===== src/rtl/seven_seg_pkg.sv =====
`default_nettype none
// ============================================================================
// Module      : seven_seg_pkg
// Description : Shared constants and types for the 7-segment scan decoder.
//               Segment patterns are active-high {a,b,c,d,e,f,g}, a = MSB.
// Revision    : 1.0 - initial release
// ============================================================================
package seven_seg_pkg;

    localparam int N_DIGITS = 8;

    localparam logic [6:0] SEG_0     = 7'h7E;
    localparam logic [6:0] SEG_1     = 7'h30;
    localparam logic [6:0] SEG_2     = 7'h6D;
    localparam logic [6:0] SEG_3     = 7'h79;
    localparam logic [6:0] SEG_4     = 7'h33;
    localparam logic [6:0] SEG_5     = 7'h5B;
    localparam logic [6:0] SEG_6     = 7'h5F;
    localparam logic [6:0] SEG_7     = 7'h70;
    localparam logic [6:0] SEG_8     = 7'h7F;
    localparam logic [6:0] SEG_9     = 7'h7B;
    localparam logic [6:0] SEG_A     = 7'h77;
    localparam logic [6:0] SEG_B     = 7'h1F;
    localparam logic [6:0] SEG_C     = 7'h4E;
    localparam logic [6:0] SEG_D     = 7'h3D;
    localparam logic [6:0] SEG_E     = 7'h4F;
    localparam logic [6:0] SEG_F     = 7'h47;
    localparam logic [6:0] SEG_BLANK = 7'h00;

    typedef enum logic [1:0] {
        HUNT   = 2'd0,
        SETTLE = 2'd1,
        HELD   = 2'd2
    } state_t;

    // True when exactly one anode is active.
    function automatic logic is_onehot(input logic [N_DIGITS-1:0] v);
        return (v != '0) && ((v & (v - 1'b1)) == '0);
    endfunction

    // Index of the active anode; only meaningful when is_onehot() holds.
    function automatic logic [2:0] onehot_index(input logic [N_DIGITS-1:0] v);
        logic [2:0] idx;
        idx = '0;
        for (int i = 0; i < N_DIGITS; i++) begin
            if (v[i]) idx = 3'(i);
        end
        return idx;
    endfunction

endpackage
`default_nettype wire


===== src/rtl/seven_seg_scan_decoder_decode.sv =====
`default_nettype none
// ============================================================================
// Module      : seg7_pattern_decode
// Description : Purely combinational 7-segment pattern to hex nibble decoder.
// Ports       : i_pattern [6:0] active-high {a..g}
//               o_nibble  [3:0] decoded hex value (0 for blank/illegal)
//               o_legal         pattern is one of the 16 hex glyphs
//               o_blank         pattern is all segments off
// Revision    : 1.0 - initial release
// ============================================================================
module seg7_pattern_decode
    import seven_seg_pkg::*;
(
    input  logic [6:0] i_pattern,
    output logic [3:0] o_nibble,
    output logic       o_legal,
    output logic       o_blank
);

    always_comb begin
        o_nibble = 4'h0;
        o_legal  = 1'b1;
        o_blank  = 1'b0;
        case (i_pattern)
            SEG_0:     o_nibble = 4'h0;
            SEG_1:     o_nibble = 4'h1;
            SEG_2:     o_nibble = 4'h2;
            SEG_3:     o_nibble = 4'h3;
            SEG_4:     o_nibble = 4'h4;
            SEG_5:     o_nibble = 4'h5;
            SEG_6:     o_nibble = 4'h6;
            SEG_7:     o_nibble = 4'h7;
            SEG_8:     o_nibble = 4'h8;
            SEG_9:     o_nibble = 4'h9;
            SEG_A:     o_nibble = 4'hA;
            SEG_B:     o_nibble = 4'hB;
            SEG_C:     o_nibble = 4'hC;
            SEG_D:     o_nibble = 4'hD;
            SEG_E:     o_nibble = 4'hE;
            SEG_F:     o_nibble = 4'hF;
            SEG_BLANK: begin
                o_legal = 1'b0;
                o_blank = 1'b1;
            end
            default:   o_legal = 1'b0;
        endcase
    end

endmodule
`default_nettype wire


===== src/rtl/seven_seg_scan_decoder.sv =====
`default_nettype none
// ============================================================================
// Module      : seven_seg_scan_decoder
// Description : Watches the pins of a multiplexed 8-digit 7-segment display
//               and reconstructs the hex value being shown. A frame is
//               published only after all eight digits were sampled while
//               their anode/segment inputs were stable.
// Ports       : clock, reset      system clock, synchronous active-high reset
//               segments [6:0]    {CA..CG}, active-low
//               anodos   [7:0]    {AN7..AN0}, active-low
//               value    [31:0]   last good frame, nibble i = digit on AN i
//               blank_mask [7:0]  digits that were blank in last good frame
//               frame_valid       1-cycle pulse, value/blank_mask updated
//               frame_error       1-cycle pulse, frame had an illegal glyph
//               scan_timeout      level, no frame completed in time
// Revision    : 1.0 - initial release
// ============================================================================
module seven_seg_scan_decoder
    import seven_seg_pkg::*;
#(
    parameter int SETTLE_CYCLES  = 4,
    parameter int TIMEOUT_CYCLES = 1024
) (
    input  logic        clock,
    input  logic        reset,
    input  logic [6:0]  segments,
    input  logic [7:0]  anodos,
    output logic [31:0] value,
    output logic [7:0]  blank_mask,
    output logic        frame_valid,
    output logic        frame_error,
    output logic        scan_timeout
);

    localparam logic [7:0]  c_SETTLE     = 8'(SETTLE_CYCLES);
    localparam logic [20:0] c_TIMEOUT    = 21'(TIMEOUT_CYCLES);
    localparam logic [20:0] c_TIMEOUT_M1 = 21'(TIMEOUT_CYCLES - 1);

    // Input stage (active-high copies) and their previous-cycle values
    logic [6:0]  r_seg;
    logic [7:0]  r_an;
    logic [6:0]  r_seg_prev;
    logic [7:0]  r_an_prev;

    logic [7:0]  r_stable;
    logic [20:0] r_to_cnt;
    state_t      r_state;
    state_t      w_state_next;

    logic [31:0] r_shadow;
    logic [7:0]  r_shadow_blank;
    logic [7:0]  r_seen;
    logic        r_bad;

    logic [31:0] r_value;
    logic [7:0]  r_blank_mask;
    logic        r_frame_valid;
    logic        r_frame_error;
    logic        r_scan_timeout;

    logic        w_seg_changed;
    logic        w_an_changed;
    logic        w_an_onehot;
    logic [2:0]  w_idx;
    logic        w_capture;
    logic        w_complete;
    logic        w_timeout_hit;
    logic [3:0]  w_dec_nibble;
    logic        w_dec_legal;
    logic        w_dec_blank;

    assign w_seg_changed = (r_seg != r_seg_prev);
    assign w_an_changed  = (r_an != r_an_prev);
    assign w_an_onehot   = is_onehot(r_an);
    assign w_idx         = onehot_index(r_an);
    assign w_complete    = (r_seen == 8'hFF);
    // Fires once, on the cycle the counter reaches its limit
    assign w_timeout_hit = (r_to_cnt == c_TIMEOUT_M1);

    seg7_pattern_decode u_decode (
        .i_pattern (r_seg),
        .o_nibble  (w_dec_nibble),
        .o_legal   (w_dec_legal),
        .o_blank   (w_dec_blank)
    );

    // ------------------------------------------------------------------
    // Input registers and stability counter
    // ------------------------------------------------------------------
    always_ff @(posedge clock) begin
        if (reset) begin
            r_seg      <= '0;
            r_an       <= '0;
            r_seg_prev <= '0;
            r_an_prev  <= '0;
            r_stable   <= '0;
        end else begin
            r_seg      <= ~segments;
            r_an       <= ~anodos;
            r_seg_prev <= r_seg;
            r_an_prev  <= r_an;
            if (w_seg_changed || w_an_changed) begin
                r_stable <= '0;
            end else if (r_stable != c_SETTLE) begin
                r_stable <= r_stable + 8'd1;
            end
        end
    end

    // ------------------------------------------------------------------
    // Digit sampling FSM
    // ------------------------------------------------------------------
    always_ff @(posedge clock) begin
        if (reset) begin
            r_state <= HUNT;
        end else begin
            r_state <= w_state_next;
        end
    end

    always_comb begin
        w_state_next = r_state;
        w_capture    = 1'b0;
        case (r_state)
            HUNT: begin
                if (w_an_onehot) w_state_next = SETTLE;
            end
            SETTLE: begin
                if (!w_an_onehot || w_an_changed) begin
                    w_state_next = HUNT;
                end else if ((r_stable == c_SETTLE) && !w_seg_changed) begin
                    // The counter lags the inputs by a cycle; the extra
                    // seg-change guard keeps a just-changed glyph from
                    // being sampled on a stale count.
                    w_capture    = 1'b1;
                    w_state_next = HELD;
                end
            end
            HELD: begin
                if (w_an_changed) w_state_next = HUNT;
            end
            default: w_state_next = HUNT;
        endcase
    end

    // ------------------------------------------------------------------
    // Shadow frame, completion and timeout
    // ------------------------------------------------------------------
    always_ff @(posedge clock) begin
        if (reset) begin
            r_shadow       <= '0;
            r_shadow_blank <= '0;
            r_seen         <= '0;
            r_bad          <= 1'b0;
            r_to_cnt       <= '0;
            r_value        <= '0;
            r_blank_mask   <= 8'hFF;
            r_frame_valid  <= 1'b0;
            r_frame_error  <= 1'b0;
            r_scan_timeout <= 1'b0;
        end else begin
            r_frame_valid <= 1'b0;
            r_frame_error <= 1'b0;

            if (w_capture) begin
                r_shadow[4*w_idx +: 4] <= w_dec_legal ? w_dec_nibble : 4'h0;
                r_shadow_blank[w_idx]  <= w_dec_blank;
            end

            if (w_complete) begin
                // Completion outranks a coincident timeout
                r_seen   <= '0;
                r_bad    <= 1'b0;
                r_to_cnt <= '0;
                if (!r_bad) begin
                    r_value        <= r_shadow;
                    r_blank_mask   <= r_shadow_blank;
                    r_frame_valid  <= 1'b1;
                    r_scan_timeout <= 1'b0;
                end else begin
                    r_frame_error  <= 1'b1;
                end
            end else begin
                if (r_to_cnt != c_TIMEOUT) begin
                    r_to_cnt <= r_to_cnt + 21'd1;
                end
                if (w_timeout_hit) begin
                    r_scan_timeout <= 1'b1;
                    r_seen         <= '0;
                    r_bad          <= 1'b0;
                end else if (w_capture) begin
                    r_seen[w_idx] <= 1'b1;
                    if (!w_dec_legal && !w_dec_blank) r_bad <= 1'b1;
                end
            end
        end
    end

    assign value        = r_value;
    assign blank_mask   = r_blank_mask;
    assign frame_valid  = r_frame_valid;
    assign frame_error  = r_frame_error;
    assign scan_timeout = r_scan_timeout;

endmodule
`default_nettype wire


===== config.mk =====
export PLATFORM = sky130hd
export DESIGN_NAME = seven_seg_scan_decoder
export DESIGN_NICKNAME = d
export VERILOG_FILES = /design/src/rtl/seven_seg_pkg.sv /design/src/rtl/seven_seg_scan_decoder_decode.sv /design/src/rtl/seven_seg_scan_decoder.sv
export SDC_FILE = /design/constraint.sdc
export NUM_CORES = 1
export LEC_CHECK = 0
export BUFFER_PORTS_ARGS = -buffer_cell sky130_fd_sc_hd__buf_2
export CORE_MARGIN = 1.5
export CORE_UTILIZATION = 35
export DETAILED_ROUTE_END_ITERATION = 12
export SETUP_SLACK_MARGIN = 0.05
export SKIP_CTS_REPAIR_TIMING = 1
export SYNTH_ARGS = -nofsm -noshare
export SYNTH_HDL_FRONTEND = slang
export SYNTH_SLANG_ARGS = --single-unit

===== constraint.sdc =====
create_clock -name clock -period 2.95 [get_ports clock]
set_input_delay 0.295 -clock clock [delete_from_list [all_inputs] [get_ports clock]]
set_output_delay 0.295 -clock clock [all_outputs]
set_load 0.02 [all_outputs]

Word level (Yosys, flattened, before mapping)

Cells that the tools add are included.

Muxes and demuxes: 28
Shift-type cells: 2
Multiply operators: 0
Eq/ne operators: 29
Reduce and logical (&&, ||, !) cells: 24
Bitwise gates (word level): 6
Add/sub/neg operators: 4
Order comparisons: 2
Divide/modulo/power cells: 0

Operator list:

| cell                                                    | count |
|---|---|
| == test 7 bit, second input constant                    | 12 |
| case mux 4 bit (15 select lines)                        | 1 |
| negation 5 -> 34 bit                                    | 1 |
| variable shift 4 x 34 -> 32 bit, first input constant   | 1 |
| indexed part select 4 x 34 -> 32 bit                    | 1 |
| bitwise mux 32 bit                                      | 1 |
| adder 21 x 1 -> 21 bit, second input constant           | 1 |
| == test 21 x 10 -> 1 bit, second input constant         | 1 |
| == test 7 x 6 -> 1 bit, second input constant           | 3 |
| inequality test 21 x 11 -> 1 bit, second input constant | 1 |
| two-way mux 3 bit                                       | 6 |
| OR reduction 16 bit                                     | 1 |
| two-way mux 1 bit                                       | 12 |
| adder 8 x 1 -> 8 bit, second input constant             | 1 |
| AND 8 bit                                               | 1 |
| bitwise mux 8 bit                                       | 1 |
| == test 8 x 3 -> 1 bit, second input constant           | 1 |
| == test 8 bit, second input constant                    | 1 |
| zero test 8 bit                                         | 1 |
| two-way mux 2 bit                                       | 4 |
| inequality test 8 x 3 -> 1 bit, second input constant   | 1 |
| inequality test 8 bit                                   | 1 |
| inverter 8 bit                                          | 1 |
| OR 8 bit                                                | 1 |
| other kinds (25)                                        | 39 |

Register bits after elaboration: 153
Bits in writable memories: 0
Bits of input ports: 17
Bits in latches: 0
Output and inout port bits: 43
Memory bits (read-only): 0
Logic and storage cells: 111
Memories kept: 0

Logic depth before layout (Yosys ltp)

Depth in word-level cells: 12
Mapped depth: 10
Gate-level depth less buffers: 9

Modules after synthesis

Synthesis repeated with hierarchy kept, for this count alone.

Cells, all modules: 651
Area, all modules: 6,222.2 µm²

Modules (own cells, without submodules):

| module                 | sequential area each (µm²) | instances | cells each | area an instance (µm²) |
|---|---|---|---|---|
| seven_seg_scan_decoder | 3,062.9                    | 1         | 594        | 5,840.6 |
| seg7_pattern_decode    | 0.0                        | 1         | 57         | 381.6 |

Worst setup path after synthesis

OpenSTA, ideal clock, no wires.

Path type: register -> register
Start point: register r_an[3]
End point: register r_shadow[16]
Stages on the path, launching flop included: 10
Buffers on the path: 2
Setup time: 119 ps
Period minus slack after synthesis: 2,700 ps
Data required time: 2,831 ps
Arrival time: 2,581 ps
Slack: 250 ps
Cell sequence: dfxtp_1 > clkbuf_1 > a21oi_1 > o31a_1 > ha_1 > ha_1 > or3_1 > or4_1 > buf_2 > mux2i_1

Cells in the longest elaborated chain, start to end: 8
Elaborated cells between the ends (all ways): 19
Classes of those cells: 2 x add/sub; 1 x eq/ne; 2 x shift; 8 x mux; 1 x bitwise; 5 x reduce/logical

Ends and longest elaborated chain:

| element                                                               | line                                                         | RTL |
|---|---|---|
| from (decl)                                                           | seven_seg_scan_decoder.sv:41                                 | `logic [7:0] r_an;` |
| from (signal assigned)                                                | seven_seg_scan_decoder.sv:99                                 | `r_an <= ~anodos;` |
| two-way mux 3 bit / subtractor 8 x 1 -> 8 bit (equally long branches) | seven_seg_pkg.sv:46, seven_seg_pkg.sv:38                     |  |
| two-way mux 3 bit / AND 8 bit (equally long branches)                 | seven_seg_pkg.sv:46, seven_seg_pkg.sv:38                     |  |
| two-way mux 3 bit / zero test 8 bit (equally long branches)           | seven_seg_pkg.sv:46, seven_seg_pkg.sv:38                     |  |
| two-way mux 3 bit / logical AND 1 bit (equally long branches)         | seven_seg_pkg.sv:46, seven_seg_pkg.sv:38                     |  |
| two-way mux 3 bit / zero test 1 bit (equally long branches)           | seven_seg_pkg.sv:46, seven_seg_scan_decoder.sv:129           |  |
| negation 5 -> 34 bit / logical OR 1 bit (equally long branches)       | seven_seg_scan_decoder.sv:166, seven_seg_scan_decoder.sv:129 |  |
| indexed part select 4 x 34 -> 32 bit, or another cell as far along    | seven_seg_scan_decoder.sv:166                                | `r_shadow[4*w_idx +: 4] <= w_dec_legal ? w_dec_nibble : 4'h0;` |
| bitwise mux 32 bit / two-way mux 1 bit (equally long branches)        | seven_seg_scan_decoder.sv:166, seven_seg_scan_decoder.sv:124 |  |
| to (signal, indexed assignment)                                       | seven_seg_scan_decoder.sv:166                                |  |
| to (decl)                                                             | seven_seg_scan_decoder.sv:50                                 | `logic [31:0] r_shadow;` |

Several ways; a longest one is shown, not always the timed one.
A chain may end at the register's enable or synchronous reset.

Worst setup path in the final report

Start point: register r_an[1]
End point: register r_shadow[13]

Cells in the longest elaborated chain, start to end: 10
Elaborated cells between the ends (all ways): 21
Classes of those cells: 2 x add/sub; 1 x eq/ne; 2 x shift; 10 x mux; 1 x bitwise; 5 x reduce/logical

Ends and longest elaborated chain:

| element                                                                                        | line                          | RTL |
|---|---|---|
| two-way mux 1 bit                                                                              | seven_seg_pkg.sv:46           | `if (v[i]) idx = 3'(i);` |
| two-way mux 3 bit (6 in a row)                                                                 | seven_seg_pkg.sv:46           |  |
| negation 5 -> 34 bit                                                                           | seven_seg_scan_decoder.sv:166 |  |
| indexed part select 4 x 34 -> 32 bit / variable shift 4 x 34 -> 32 bit (equally long branches) | seven_seg_scan_decoder.sv:166 |  |
| bitwise mux 32 bit                                                                             | seven_seg_scan_decoder.sv:166 |  |

Several ways; a longest one is shown, not always the timed one.

==> results.json <==
{
  "antenna_found_initial": 0,
  "drt-initial-drc-count": 267,
  "p_comb_frac": 0.054,
  "leakage_nw": 2.90,
  "grt_pass1_wl_um": 22900,
  "seqPwrFrac": 0.489,
  "port_buffers": 59,
  "cp_max_fo": 8,
  "yosysWarnings": 0,
  "power.internal_mw": 3.28,
  "fmax_mhz": 368,
  "p_per_area_nw_per_um2": 580,
  "multi_input_area_um2": 3130,
  "critical_path_class": "register to register",
  "dr.pass1.iters": 4,
  "final_cell_mix": "153 x dfxtp_1, 61 x nor2_1, 59 x buf_2",
  "finalMaxSlewViolations": 0,
  "die-area_um2": 19000,
  "fill_cells": 1735,
  "ys_types": 56,
  "synth_nets": 677,
  "synth_seq_area_share": 0.480,
  "ys.flop_type": "dfxtp_1",
  "grt_usage": 0.146,
  "seqCellArea_um2": 3060,
  "grt_pass1_vias": 4692,
  "skew_ns": 0.0172,
  "cts-root-buf": "clkbuf_16",
  "rows": 49,
  "vias": 4806,
  "rsz0062_at_grt": "false",
  "cts_made_buffers": 17,
  "clock_sinks": 153,
  "wl_um": 13600,
  "cts_max_path_buffers": 2,
  "final_hold_viol_count": 0,
  "ios": 60,
  "required_ns": 3.24,
  "coreArea_um2": 17900,
  "layout_commonest_cell": "dfxtp_1",
  "tns_ns": 0,
  "fin_hold_ws_ns": 0.0195,
  "setup_viol": 0,
  "status": "complete, no violations",
  "syn2layout_area_growth_pct": 17.5,
  "final_antenna_net_count": 0,
  "swShare": 0.246,
  "grt_max_degree": 46,
  "netlist_area_um2": 6380,
  "cts.reportedPaths.clkPinSlew_ns": 0.07,
  "synth_cells": 653,
  "diodes": 0,
  "synth_area_per_cell_um2": 9.77,
  "start_util": 0.356,
  "h-tree-depth": 4,
  "timing.slew.headroom": 0.395,
  "drc_errors": 0,
  "peakVddDrop_mv": 0.375,
  "viasPerCell": 5.07,
  "clock_latency_ns": 0.42,
  "gr-total-overflow": 0,
  "finalCriticalPeriod_ns": 2.72,
  "drv_cap": 0,
  "clkPwrFrac": 0.457,
  "ys_async_sr_fraction": 0,
  "die_w_um": 138,
  "dp_hpwl_um": 9840,
  "startpoint_type": "register",
  "place.gp.congestion": 0.868,
  "post-route-period-util": 0.922,
  "finalNetCount": 729,
  "ys_ff_latch": 153,
  "p_switching_mw": 1.07,
  "hp-class": "input pin to register",
  "wire_per_inst_um": 14.4,
  "tightest_slew_ns": 0.902,
  "drive_gt1_frac": 0.182,
  "cts_tree": "built",
  "fin_util": 0.419,
  "end_kind": "register",
  "die_h_um": 138,
  "cp.arrival_ns": 3.01,
  "synth-edff-count": 0
}
## flip-flops by register name, indices dropped and copies added, names as in the netlist, 2 cells and up
| signal | cells |
|---|---|
| r_shadow | 32 |
| value | 32 |
| r_to_cnt | 21 |
| blank_mask | 8 |
| r_an | 8 |
| r_an_prev | 8 |
| r_seen | 8 |
| r_shadow_blank | 8 |
| r_stable | 8 |
| r_seg | 7 |
| r_seg_prev | 7 |
| r_state | 2 |
## power by group through the flow
stage               registers, mW  logic [mW]  clock network (mW)
floorplan                    2.15       0.186                   0
global placement             2.17       0.224                   0
detailed placement           2.17       0.229                   0
CTS                          2.12       0.230                2.04
global route                 2.13       0.258                2.13
finish                       2.12       0.234                1.99
## routing by layer
metal	vias up	routed length (um)	GRT usage
met2	93	6260	0.233
met1	2292	6660	0.189
met5	-	0	0
met4	0	236	0.0598
met3	19	464	0.0388
li1	2402	-	-
## logic make-up after synthesis
logic type	Yosys count	share of synthesized area
mux	41	0.0645
compound gates	91	0.112
simple gates	264	0.239
buf+inv	56	0.0345
flops	153	0.480
fa+ha+maj	7	0.0137
xor+xnor	41	0.0563
## metrics by stage
step | power, mW | cell area (um^2) | setup slack (ns) | cells
3_3_place_gp | 2.39 | 6920 | 0.279 | 915
2_1_floorplan | 2.33 | 6380 | 0.250 | 653
4_1_cts | 4.39 | 7460 | 0.176 | 947
5_1_grt | 4.52 | 7490 | 0.0660 | 947
3_5_place_dp | 2.40 | 6920 | 0.196 | 915
6_report | 4.34 | 7490 | 0.231 | 947
## final timing paths
kind,startpoint,end,slack (ns),depth (start not counted)
setup / recovery,r_an[1]$_SDFF_PP0_,r_shadow[13]$_SDFFE_PP0P_,0.23,7
hold / removal,segments[5],r_seg[5]$_SDFF_PP0_,0.02,2
setup reg to reg,r_an[1]$_SDFF_PP0_,r_shadow[13]$_SDFFE_PP0P_,0.23,7
hold reg to reg,r_shadow_blank[4]$_SDFFE_PP0P_,blank_mask[4]$_SDFFE_PP1P_,0.47,1
## critical path, stage by stage, from the launching register on
cell and delay [ns]:
dfxtp_1 0.49, a21oi_1 0.12, o31a_1 0.27, ha_1 0.21, ha_1 0.25, or3_1 0.48, or4_1 0.61, mux2i_1 0.16
## synthesized netlist by cell type, types with 3 or more instances
master	number	area (um^2)
dfxtp_1	153	3060
nor2_1	62	233
nand2b_1	52	325
mux2i_1	40	400
clkbuf_1	36	135
a22o_1	32	280
xnor2_1	23	201
nand3_1	21	105
nand2_1	20	75.1
xor2_1	18	158
nor4_1	17	106
inv_1	14	52.6
nor2b_1	13	81.3
or3_1	11	68.8
a21oi_1	10	50.1
nand4_1	10	62.6
o21a_1	10	75.1
nor3_1	9	45.0
o22a_1	9	78.8
and3_1	7	43.8
ha_1	7	87.6
or2_2	7	43.8
a211oi_1	6	45.0
o21ai_0	6	30.0
or4_1	5	37.5
and4b_1	4	40.0
nor3b_1	4	30.0
nor4b_1	4	35.0
buf_1	3	11.3
nand3b_1	3	22.5
or3b_2	3	26.3
## final cells by class
type	count	area share
sequential	153	0.409
tap	229	0.0382
clock buffer	18	0.0573
timing repair buffer	75	0.0554
inverter	14	0.00701
multi-input combinational	444	0.418
clock inverter	14	0.0154
No activity file was read; power rests on OpenSTA's default activity.
